--- src/rtl/psum_accum_pkg.sv ---
// Shared types and constants for the partial-sum accumulator and its packing stage.
// No logic: widths, saturation limits, FSM encoding and a sign-extension helper.
// Not applicable (package only).
package psum_accum_pkg;

    // Width of a stored partial sum and of a neuron result
    localparam int PSUM_W = 16;
    // Internal accumulator width; wide enough for 255 full-scale taps plus one psum
    localparam int ACC_W  = 24;

    // Saturation limits expressed at accumulator width
    localparam logic signed [ACC_W-1:0] SAT_MAX = 24'sd32767;
    localparam logic signed [ACC_W-1:0] SAT_MIN = -24'sd32768;

    // Per-neuron sequencing
    typedef enum logic [2:0] {
        ST_IDLE  = 3'd0,
        ST_ACC   = 3'd1,
        ST_FETCH = 3'd2,
        ST_MERGE = 3'd3,
        ST_EMIT  = 3'd4
    } state_t;

    // Widen a 16-bit signed value to accumulator width
    function automatic logic signed [ACC_W-1:0] sext_psum(input logic signed [PSUM_W-1:0] v);
        return {{(ACC_W-PSUM_W){v[PSUM_W-1]}}, v};
    endfunction

endpackage

--- src/rtl/psum_accum_sat_24to16.sv ---
// Clamps a 24-bit signed accumulator into the 16-bit signed result range.
// Latency: combinational.
// Backpressure: none (pure function of its input).
module sat_24to16
    import psum_accum_pkg::*;
(
    input  logic signed [ACC_W-1:0]  i_acc,
    output logic signed [PSUM_W-1:0] o_sat
);

    // Clamp to the representable range, otherwise pass the low bits through
    always_comb begin
        if (i_acc > SAT_MAX) begin
            o_sat = SAT_MAX[PSUM_W-1:0];
        end else if (i_acc < SAT_MIN) begin
            o_sat = SAT_MIN[PSUM_W-1:0];
        end else begin
            o_sat = i_acc[PSUM_W-1:0];
        end
    end

endmodule

--- src/rtl/psum_accum.sv ---
// Sums KTAPS products per neuron, optionally merges the prior psum from RAM, emits saturated result.
// Latency: last accepted tap -> neuron_rdy is 1 cycle (first plane) or 3 cycles (RAM merge).
// Backpressure: in_ready is high only in ACC; products offered while in_ready is low stay pending.
module psum_accum
    import psum_accum_pkg::*;
#(
    parameter  int KTAPS  = 9,
    parameter  int NPLANE = 16,
    localparam int ADDR_W = (NPLANE > 1) ? $clog2(NPLANE) : 1
)(
    input  logic                     clk,
    input  logic                     rst_n,
    input  logic                     start,
    input  logic                     first_plane,
    input  logic                     in_valid,
    output logic                     in_ready,
    input  logic signed [PSUM_W-1:0] prod,
    output logic                     ram_rd_en,
    output logic [ADDR_W-1:0]        ram_rd_addr,
    input  logic signed [PSUM_W-1:0] ram_rd_data,
    output logic signed [PSUM_W-1:0] din_acc,
    output logic                     neuron_rdy,
    output logic                     plane_rdy,
    output logic                     sel
);

    state_t                   r_state;
    state_t                   w_next;
    logic [ADDR_W-1:0]        r_n;
    logic [7:0]               r_t;
    logic signed [ACC_W-1:0]  r_acc;
    logic                     r_first;
    logic signed [PSUM_W-1:0] r_hold;
    logic signed [PSUM_W-1:0] w_sat;
    logic                     w_accept;
    logic                     w_last_tap;
    logic                     w_last_n;

    assign w_accept   = (r_state == ST_ACC) && in_valid;
    assign w_last_tap = (r_t == 8'(KTAPS - 1));
    assign w_last_n   = (r_n == ADDR_W'(NPLANE - 1));

    sat_24to16 u_sat (
        .i_acc (r_acc),
        .o_sat (w_sat)
    );

    // State register
    always_ff @(posedge clk or negedge rst_n) begin
        if (!rst_n) begin
            r_state <= ST_IDLE;
        end else begin
            r_state <= w_next;
        end
    end

    // Next-state: a start outside IDLE (including during the final EMIT) is not looked at
    always_comb begin
        w_next = r_state;
        case (r_state)
            ST_IDLE:  if (start) w_next = ST_ACC;
            ST_ACC:   if (w_accept && w_last_tap) w_next = r_first ? ST_EMIT : ST_FETCH;
            ST_FETCH: w_next = ST_MERGE;
            ST_MERGE: w_next = ST_EMIT;
            ST_EMIT:  w_next = w_last_n ? ST_IDLE : ST_ACC;
            default:  w_next = ST_IDLE;
        endcase
    end

    // Outputs: in EMIT the fresh saturated value is shown directly, afterwards the held copy
    always_comb begin
        in_ready    = (r_state == ST_ACC);
        ram_rd_en   = (r_state == ST_FETCH);
        ram_rd_addr = r_n;
        neuron_rdy  = (r_state == ST_EMIT);
        plane_rdy   = (r_state == ST_EMIT) && w_last_n;
        sel         = (r_state != ST_IDLE);
        din_acc     = (r_state == ST_EMIT) ? w_sat : r_hold;
    end

    // Neuron index and tap counter; n only returns to 0 through a new start from IDLE
    always_ff @(posedge clk or negedge rst_n) begin
        if (!rst_n) begin
            r_n     <= '0;
            r_t     <= '0;
            r_first <= 1'b0;
        end else begin
            case (r_state)
                ST_IDLE: begin
                    if (start) begin
                        r_n     <= '0;
                        r_t     <= '0;
                        r_first <= first_plane;
                    end
                end
                ST_ACC: begin
                    if (w_accept) r_t <= r_t + 8'd1;
                end
                ST_EMIT: begin
                    if (!w_last_n) begin
                        r_n <= r_n + ADDR_W'(1);
                        r_t <= '0;
                    end
                end
                default: begin
                end
            endcase
        end
    end

    // Accumulator: products in ACC, prior psum in MERGE (RAM data lands one cycle after FETCH)
    always_ff @(posedge clk or negedge rst_n) begin
        if (!rst_n) begin
            r_acc <= '0;
        end else begin
            case (r_state)
                ST_IDLE:  if (start) r_acc <= '0;
                ST_ACC:   if (w_accept) r_acc <= r_acc + sext_psum(prod);
                ST_MERGE: r_acc <= r_acc + sext_psum(ram_rd_data);
                ST_EMIT:  if (!w_last_n) r_acc <= '0;
                default: begin
                end
            endcase
        end
    end

    // Keep the last emitted result on din_acc until the next EMIT
    always_ff @(posedge clk or negedge rst_n) begin
        if (!rst_n) begin
            r_hold <= '0;
        end else if (r_state == ST_EMIT) begin
            r_hold <= w_sat;
        end
    end

endmodule

--- config.mk ---
export PLATFORM = sky130hd
export DESIGN_NAME = psum_accum
export DESIGN_NICKNAME = d
export VERILOG_FILES = /design/src/rtl/psum_accum_pkg.sv /design/src/rtl/psum_accum_sat_24to16.sv /design/src/rtl/psum_accum.sv
export SDC_FILE = /design/constraint.sdc
export NUM_CORES = 1
export LEC_CHECK = 0
export CELL_PAD_IN_SITES_DETAIL_PLACEMENT = 1
export CELL_PAD_IN_SITES_GLOBAL_PLACEMENT = 1
export CORE_MARGIN = 1
export CORE_UTILIZATION = 40
export CTS_BUF_LIST = sky130_fd_sc_hd__clkbuf_8 sky130_fd_sc_hd__clkbuf_16
export DETAILED_ROUTE_END_ITERATION = 8
export PLACE_DENSITY_LB_ADDON = 0.05
export SYNTH_ARGS = -nofsm -noshare
export SYNTH_HDL_FRONTEND = slang
export SYNTH_SLANG_ARGS = --single-unit
--- constraint.sdc ---
create_clock -name clk -period 6.25 [get_ports clk]
set_input_delay 1.25 -clock clk [delete_from_list [all_inputs] [get_ports clk]]
set_output_delay 1.25 -clock clk [all_outputs]
set_load 0.005 [all_outputs]
==> run_results.csv <==
group,metric,value,unit
floorplan,coreArea,9200,um2
yosys,async_flop_share,100,%
detailed_routing,drt_wl_total,10300,um
clocking,root_buffer,"clkbuf_8",
critical_path,cp_data_required_time,5.00,ns
yosys,seq_area_frac_synth,36.9,%
hold_path,min_path_cells,2,
yosys,synth_area_leaders,"dfrtp_1, ha_1, o21ai_0",
timing,tns,0,ns
yosys,yosysTopAreaCellShare,36.9,%
hold_path,min_to,"r_hold[6]",
final_layout,nets,544,
clocking,hold_buffers,0,
critical_path,path_max_fanout,34,
timing,finalSetupViolations,0,
placed_design,portBuffers,61,
floorplan,rows,35,
timing,worst_hold_slack,0.502,ns
placed_design,globalplace.congestion,0.802,
timing,max_freq,225,MHz
hold_path,worst_hold_path_type,"reg2reg",
global_routing,antenna_found_initial,0,
clocking,h-tree-depth,2,
detailed_routing,vias,3366,
final_layout,drive_above_1_share,8.52,%
timing,slew-limit-headroom,28.2,%
global_routing,overflow,0,
clocking,cts_buffers,5,
clocking,cts_sinks,56,
detailed_routing,first_pass_iters,4,
yosys,yosys_warnings,0,
final_layout,n_fill_cell,1080,
power_and_ir_drop,irDropWorstVdd,0.239,mV
placed_design,dp_hpwl,7700,um
clocking,cts_buffer_depth,2,
global_routing,first_global_vias,3403,
clocking,cts.clk_slew.worst_paths,0.11,ns
yosys,synthFlopType,"dfrtp_1",
timing,period_share,71.0,%
yosys,synthDistinctLibCells,53,
power_and_ir_drop,power.density,495,nW/um2
floorplan,initial_utilization,41.3,%
final_layout,register_area,1400,um2
detailed_routing,drc,0,
detailed_routing,drt_iter0_drc,69,
floorplan,die_h,99.4,um
clocking,tritoncts,"done",
timing,hold_violations,0,
power_and_ir_drop,p_leak,2.00,nW
yosys,yosysTopAreaCell,"dfrtp_1",
status,outcome,"complete, no violations",
critical_path,rr_endpoint,"r_acc[14]",
timing,slew_violations,0,
yosys,synth_edf_count,0,
global_routing,grt_first_pass_wirelength,17200,um
clocking,cts_resized,0,
critical_path,r2r_slack,2.13,ns
critical_path,end_kind,"primary output",
global_routing,grt_max_degree,57,
yosys,netlist_area,3800,um2
floorplan,dieArea,9890,um2
timing,finClkSkew,0.00655,ns
timing,min_period,4.44,ns
timing,tightest_slew,1.07,ns
yosys,syn_inst,426,
yosys,ys_ff_latch,56,
detailed_routing,routedWlPerCell,17.4,um
yosys,syn_nets,490,
global_routing,grt_usage,21.9,%
final_layout,multi_input_area,2260,um2
detailed_routing,ant_nets,0,
hold_path,min_from,"r_hold[6]",
critical_path,r2r_cells,14,
timing,rsz0062_at_grt,"false",
critical_path,r2r-start,"r_state[0]",
critical_path,arrival,3.19,ns
yosys,syn_avg_cell_area,8.91,um2
critical_path,path_class,"reg2out",
clocking,cts_setup_buffers,0,
floorplan,chipWidth,99.4,um
run,cap_viol_max_count,0,
critical_path,start_kind,"flip-flop",
clocking,clkLatencyLatePin,0.31,ns
floorplan,ios,62,
yosys,ys_top_cells_by_count,"dfrtp_1, o21ai_0, nand2_1",
final_layout,area_growth_syn_to_layout,20.4,%
final_layout,diodes,0,
detailed_routing,via_per_inst,5.69,
## per-layer routing
| metal | up-vias | part of all wire, % | GRT usage (%) |
|---|---|---|---|
| met5 | - | 0 | 0 |
| met4 | 0 | 1.3 | 5.09 |
| met3 | 9 | 3.3 | 2.88 |
| met2 | 58 | 47 | 37.2 |
| met1 | 1641 | 49 | 29.7 |
| li1 | 1658 | - | - |
## placed cells by master (no fill, tap or decap), types with 4 or more instances in the layout
master	netlist	layout
inv_1	11	12
buf_4	0	4
a21oi_2	4	4
dfrtp_1	56	56
a21o_1	16	16
o21ai_0	56	56
nand2_1	51	51
nor3_1	8	8
xor2_1	12	12
o22ai_1	6	6
ha_1	26	26
a211oi_1	5	5
o21ai_1	9	9
clkbuf_8	0	6
nor4_1	4	4
nand4_1	8	8
or3_1	4	4
nand3_1	14	14
xnor2_1	10	10
mux2_2	18	18
a21oi_1	18	18
nor2_1	30	30
clkdlybuf4s50_1	0	60
## worst max-delay path, stage by stage (launching register included)
cell and delay, ns:
dfrtp_1 0.54, nor2_1 0.44, nand2_1 0.74, o21ai_0 0.54, clkdlybuf4s50_1 0.60
## sequential cells by signal, indices dropped and copies added, names as in the netlist
name	cells
r_state	3
r_acc	24
r_hold	16
ram_rd_addr	4
r_first	1
r_t	8
## kinds of logic (layout without fill, tap and decap cells)
logic type               count (synthesis)  count (layout)  synth area share [%]
buffers and inverters                   29              84                  3.53
XOR/XNOR                                22              22                  5.07
AO/OA/AOI/OAI                          135             135                  22.5
multiplexers                            19              19                  5.60
flip-flops                              56              56                  36.9
adder cells (fa/ha/maj)                 27              27                  9.09
AND/OR/NAND/NOR                        138             138                  17.3
## per-stage QoR
| stage | cells | utilization (%) | setup slack (ns) | power [mW] | area (um2) |
|---|---|---|---|---|---|
| 6_report | 592 | 49.7 | 1.81 | 2.26 | 4570 |
| 3_3_place_gp | 584 | 48.7 | 2.15 | 2.01 | 4480 |
| 2_1_floorplan | 426 | - | 2.70 | 1.60 | 3800 |
| 4_1_cts | 592 | 49.7 | 1.84 | 2.28 | 4570 |
| 5_1_grt | 592 | 49.7 | 1.58 | 2.47 | 4570 |
| 3_5_place_dp | 584 | 48.7 | 2.09 | 2.06 | 4480 |
## final cells by class
class	instances	area share, %
tap	111	3.04
timing repair buffer	65	13.9
clock buffer	6	1.81
clock inverter	2	0.246
inverter	11	0.903
sequential	56	30.6
multi-input combinational	341	49.5
## power breakdown
part	internal [mW]	switching [mW]
logic	0.625	0.786
clock network	0.0890	0.124
registers	0.508	0.130
total	1.22	1.04
## worst max path at each step
stage,from,end,slack [ns],depth (start not counted)
final,r_state[1],din_acc[13],1.81,4
after detailed placement,ram_rd_data[15],r_acc[21],2.09,10
after global routing,r_state[1],din_acc[13],1.58,4
after floorplan,prod[15],r_acc[21],2.70,9
after global placement,prod[15],r_acc[21],2.15,10
after CTS,r_state[1],din_acc[13],1.84,4
(Power assumes the default switching activity.)
==> RTL edit 1, RTL diff (same flow settings) <==
The parameter `NPLANE` goes from 16 to 32.
--- a/src/rtl/psum_accum.sv
+++ b/src/rtl/psum_accum.sv
@@ -5,7 +5,7 @@
     import psum_accum_pkg::*;
 #(
     parameter  int KTAPS  = 9,
-    parameter  int NPLANE = 16,
+    parameter  int NPLANE = 32,
     localparam int ADDR_W = (NPLANE > 1) ? $clog2(NPLANE) : 1
 )(
     input  logic                     clk,
Interface: changed (resized ram_rd_addr); port bits go from 62 to 63. No check against the original RTL was run, so the function may have changed too.
==> RTL edit 1 against the unedited design <==
- setup slack better by 0.33 ns
- final cell count is 8.3% higher
- synthesized cell count is 5.6% higher
- die area is 3.4% higher
- register-to-register slack better by 0.37 ns
- synthesized area is 3.4% higher
- combinational power is 8% higher
- cell area is 6.6% higher
- count of clock-buffer cells in the layout is 3 higher
- sequential power is 3.4% higher
- sequential cell count is 1 higher
- routed wire length is 8.0% higher
- total power is 13% higher
==> RTL edit 1: results (changes against the unedited design) <==
Global routing
  • GRT Util Overall: 0.233 (+0.0142)
  • Largest net degree at the start of global routing: 58 (+1.8%)
  • First-pass GRT wire length: 18600 um (+8.5%)
  • Vias in the first global route: 3739 (+9.9%)

Layout
  • Share of cells above drive strength 1: 0.0918 (+0.00656)
  • Final Net Count: 572 (+5.1%)
  • Filler cell count in the final layout: 1134 (+5.0%)
  • Largest regs: r_acc x24, r_hold x16, r_t x8
  • Ant. Diodes: 0 (unchanged)

Min path
  • HP Class: register to register

Placed design
  • Post-DP Area: 0.00466 sq mm (+3.9%)
  • Port Buffer Count: 62 (+1.6%)
  • Gpl congestion: 0.916 (+14%)
  • DP HPWL: 8380 um (+8.8%)
  • Post-Place Worst Slack: 2.07 ns (-0.0236 ns)

Synth
  • Synth top cells by count: o21ai_0, dfrtp_1, nand2_1
  • Mapped Nets: 515 (+5.1%)
  • Sequential-to-total area share from yosys stat: 0.363 (-0.00586)
  • Top cells by area, synth: dfrtp_1, ha_1, o21ai_0
  • Unique cell type count in the Yosys netlist: 58 (+9.4%)

Route
  • Final wirelength: 11100 um (+8.0%)
  • DRT iter0 DRCs: 82 (+19%)
  • Remaining routing DRC violations: 0 (unchanged)
  • Vias: 3615 (+7.4%)
  • First-pass iteration count of the detailed router: 5 (+1)

Setup path
  • Max Fanout on Critical Path: 34 (unchanged)
  • CP max-delay cell: nand2_1
  • Crit path DAT: 2.86 ns (-0.33 ns)
  • Worst path max stage delay: 0.61 ns (-0.13 ns)

Clocking
  • Worst-case clock buffer depth: 2 (unchanged)
  • Cts bufs inserted: 9 (+4)
  • Post-cts repair resize count: 0 (unchanged)
  • Latest clock arrival within the worst-skew pair: 0.33 ns (+0.02 ns)
  • Clock transition at path regs: 0.08 ns (-0.03 ns)
  • H-tree depth: 3 (+1)

Power
  • Worst VDD drop: 187 uV (-22%)
  • Leakage: 2.14 nW (+7.4%)
  • Internal power: 0.00140 W (+14%)

STA
  • Clk_skew: 0.0141 ns (+0.00752 ns)
  • Max_slew headroom: 0.282 (-0.000383)

Outcome
  • Outcome: finished, final reports clean
RTL edit 1: cells by family after synthesis:
logic type / Yosys count / share of synthesized area
adder cells (fa/ha/maj): 28 / 0.0911
AND/OR/NAND/NOR: 142 / 0.173
flip-flops: 57 / 0.363
buffers and inverters: 35 / 0.0350
XOR/XNOR: 22 / 0.0491
AO/OA/AOI/OAI: 146 / 0.232
multiplexers: 20 / 0.0567
RTL edit 1: area by class of cell:
class / count / area (sq um) / share of cell area
clock buffers: 9 / 124 / 0.0254
well taps: 129 / 161 / 0.0331
flip-flops and latches: 57 / 1430 / 0.293
multi-input cells: 358 / 2370 / 0.485
repair buffers: 66 / 646 / 0.132
clock inverters: 7 / 93.8 / 0.0193
inverters: 15 / 56.3 / 0.0116
RTL edit 1: power groups by stage:
stage | combinational, W | clock [W] | sequential [W]
after floorplan | 0.00106 | 0 | 0.000606
after global placement | 0.00147 | 0 | 0.000658
after detailed placement | 0.00152 | 0 | 0.000667
after CTS | 0.00153 | 0.000395 | 0.000661
after global routing | 0.00170 | 0.000413 | 0.000684
final | 0.00152 | 0.000388 | 0.000660
RTL edit 1: per-layer routing:
metal | part of all wire | track usage | up-vias
met5 | 0 | 0 | -
met4 | 0.0053 | 0.0446 | 0
met3 | 0.017 | 0.0298 | 5
met2 | 0.49 | 0.400 | 53
met1 | 0.49 | 0.314 | 1796
li1 | - | - | 1761
RTL edit 1: path summary, 6_finish.rpt:
kind / slack [ns] / depth (start not counted) / end / from
worst max register to register: 2.50 / 12 / r_acc[21] / r_state[2]
max in group asynchronous: 4.67 / 2 / r_t[7] / rst_n
min in group asynchronous: 1.06 / 2 / r_first / rst_n
worst max-delay path: 2.14 / 4 / din_acc[10] / r_state[1]
worst min-delay path: 0.50 / 2 / r_hold[8] / r_hold[8]
worst min register to register: 0.50 / 2 / r_hold[8] / r_hold[8]
RTL edit 1: worst max-delay path: cells and delay by family (launching register included):
kind                   cells  cell delay (ns)
AO/OA/AOI/OAI              1             0.51
flip-flops                 1             0.53
buffers and inverters      1             0.57
AND/OR/NAND/NOR            2             0.91
RTL edit 1: stage by stage:
step | std cells | total power, W | utilization
2_1_floorplan | 450 | 0.00166 | -
3_3_place_gp | 625 | 0.00213 | 0.497
3_5_place_dp | 625 | 0.00218 | 0.497
4_1_cts | 641 | 0.00258 | 0.520
5_1_grt | 641 | 0.00279 | 0.520
6_report | 641 | 0.00257 | 0.520
==> RTL edit 2, RTL diff (same settings) <==
Made on the original files. Re-encode `state_t` (5 states) as one-hot, 5 bits wide.
--- a/src/rtl/psum_accum_pkg.sv
+++ b/src/rtl/psum_accum_pkg.sv
@@ -13,12 +13,12 @@
     localparam logic signed [ACC_W-1:0] SAT_MIN = -24'sd32768;
 
     // Per-neuron sequencing
-    typedef enum logic [2:0] {
-        ST_IDLE  = 3'd0,
-        ST_ACC   = 3'd1,
-        ST_FETCH = 3'd2,
-        ST_MERGE = 3'd3,
-        ST_EMIT  = 3'd4
+    typedef enum logic [4:0] {
+        ST_IDLE  = 5'b00001,
+        ST_ACC   = 5'b00010,
+        ST_FETCH = 5'b00100,
+        ST_MERGE = 5'b01000,
+        ST_EMIT  = 5'b10000
     } state_t;
 
     // Widen a 16-bit signed value to accumulator width
Check against the original RTL: no difference found for any inputs over 10 cycles, from zero or initial values and one cycle with rst_n low; not proved beyond that.
==> RTL edit 2 against the unedited design <==
- cell area grew 7.8%
- setup slack worse by 0.32 ns
- synthesized cell count rose by 7.7%
- largest power group unchanged
- sequential cell count grew 2
- total power is 9.9% lower
- routed wire length is 8.8% higher
- worst hold slack lost 0.0068 ns
- sequential share of layout area fell by 1.2 points
- synthesized area grew 6.0%
- critical path depth grew 2
- critical path type unchanged
- sequential power down 7.2%
==> RTL edit 2: results (changes against the unedited design) <==
Outcome
  • Outcome: finished, final reports clean

Global routing
  • Vias in the first global route: 3819 (+12%)
  • Largest net degree at the start of global routing: 59 (+3.5%)
  • GRT Util Overall: 0.237 (+0.0180)
  • First-pass GRT wire length: 18800 um (+9.3%)

Synth
  • Sequential-to-total area share from yosys stat: 0.361 (-0.00824)
  • Unique cell type count in the Yosys netlist: 54 (+1.9%)
  • Synthesized area per cell: 8.77 sq um (-1.6%)
  • Synth top cells by count: nand2_1, dfrtp_1, o21ai_0

STA
  • Clk_skew: 0.00977 ns (+0.00322 ns)
  • Max_slew headroom: 0.385 (+0.103)

Clocking
  • H-tree depth: 3 (+1)
  • Cts bufs inserted: 9 (+4)
  • Latest clock arrival within the worst-skew pair: 0.36 ns (+0.05 ns)
  • Clock transition at path regs: 0.07 ns (-0.04 ns)

Route
  • Vias/cell: 5.54 (-2.6%)
  • Vias: 3618 (+7.5%)
  • Final wirelength: 11200 um (+8.8%)
  • DRT iter0 DRCs: 70 (+1.4%)

Setup path
  • CP max-delay cell: or4b_4
  • Max Fanout on Critical Path: 19 (-44%)
  • Worst reg2reg startpoint: r_state[1]
  • Worst path max stage delay: 0.60 ns (-0.14 ns)
  • Crit path DAT: 3.51 ns (+0.32 ns)

Placed design
  • Post-Place Worst Slack: 1.81 ns (-0.280 ns)
  • Gpl congestion: 0.863 (+7.7%)
  • Placed cell count: 637 (+9.1%)
  • DP HPWL: 8330 um (+8.1%)

Layout
  • Filler cell count in the final layout: 1152 (+6.7%)
  • Reg area: 0.00145 sq mm (+3.7%)
  • Final Net Count: 582 (+7.0%)
  • Share of cells above drive strength 1: 0.0865 (+0.00130)

Power
  • NetSw: 0.000869 W (-16%)
  • Worst VDD drop: 173 uV (-28%)
-- RTL edit 2: worst paths after layout --
path,endpoint,slack (ns),cells after the start
min in group asynchronous,r_hold[1],1.02,2
worst max-delay path,din_acc[12],1.49,6
worst min register to register,r_state[2],0.50,1
worst min-delay path,r_state[2],0.50,1
worst max register to register,r_acc[20],1.87,13
max in group asynchronous,r_acc[4],4.66,2
-- RTL edit 2: kinds of logic (layout without fill, tap and decap cells) --
| logic type | after synthesis | in the layout | synth area share |
|---|---|---|---|
| compound gates | 130 | 130 | 0.202 |
| xor+xnor | 26 | 26 | 0.0566 |
| fa+ha+maj | 30 | 30 | 0.0951 |
| buf+inv | 27 | 88 | 0.0342 |
| flops | 58 | 58 | 0.361 |
| mux | 20 | 20 | 0.0550 |
| simple gates | 168 | 168 | 0.197 |
-- RTL edit 2: power by group through the flow --
stage / sequential (W) / clock, W / combinational (W)
floorplan: 0.000555 / 0 / 0.000738
global placement: 0.000593 / 0 / 0.00104
detailed placement: 0.000600 / 0 / 0.00106
CTS: 0.000593 / 0.000406 / 0.00107
global route: 0.000610 / 0.000423 / 0.00119
finish: 0.000592 / 0.000393 / 0.00105
-- RTL edit 2: metal layers --
metal | GRT usage | share of wire | wire length (um) | up-vias
met1 | 0.289 | 0.46 | 5150 | 1787
met3 | 0.0540 | 0.030 | 337 | 11
met5 | 0 | 0 | 0 | -
li1 | - | - | - | 1758
met4 | 0.0747 | 0.012 | 134 | 0
met2 | 0.414 | 0.50 | 5570 | 62
-- RTL edit 2: layout make-up --
class	count	area share
clock buffer	10	0.0279
clock inverter	6	0.0165
inverter	9	0.00685
multi-input combinational	374	0.494
sequential	58	0.295
tap	133	0.0338
timing repair buffer	63	0.126
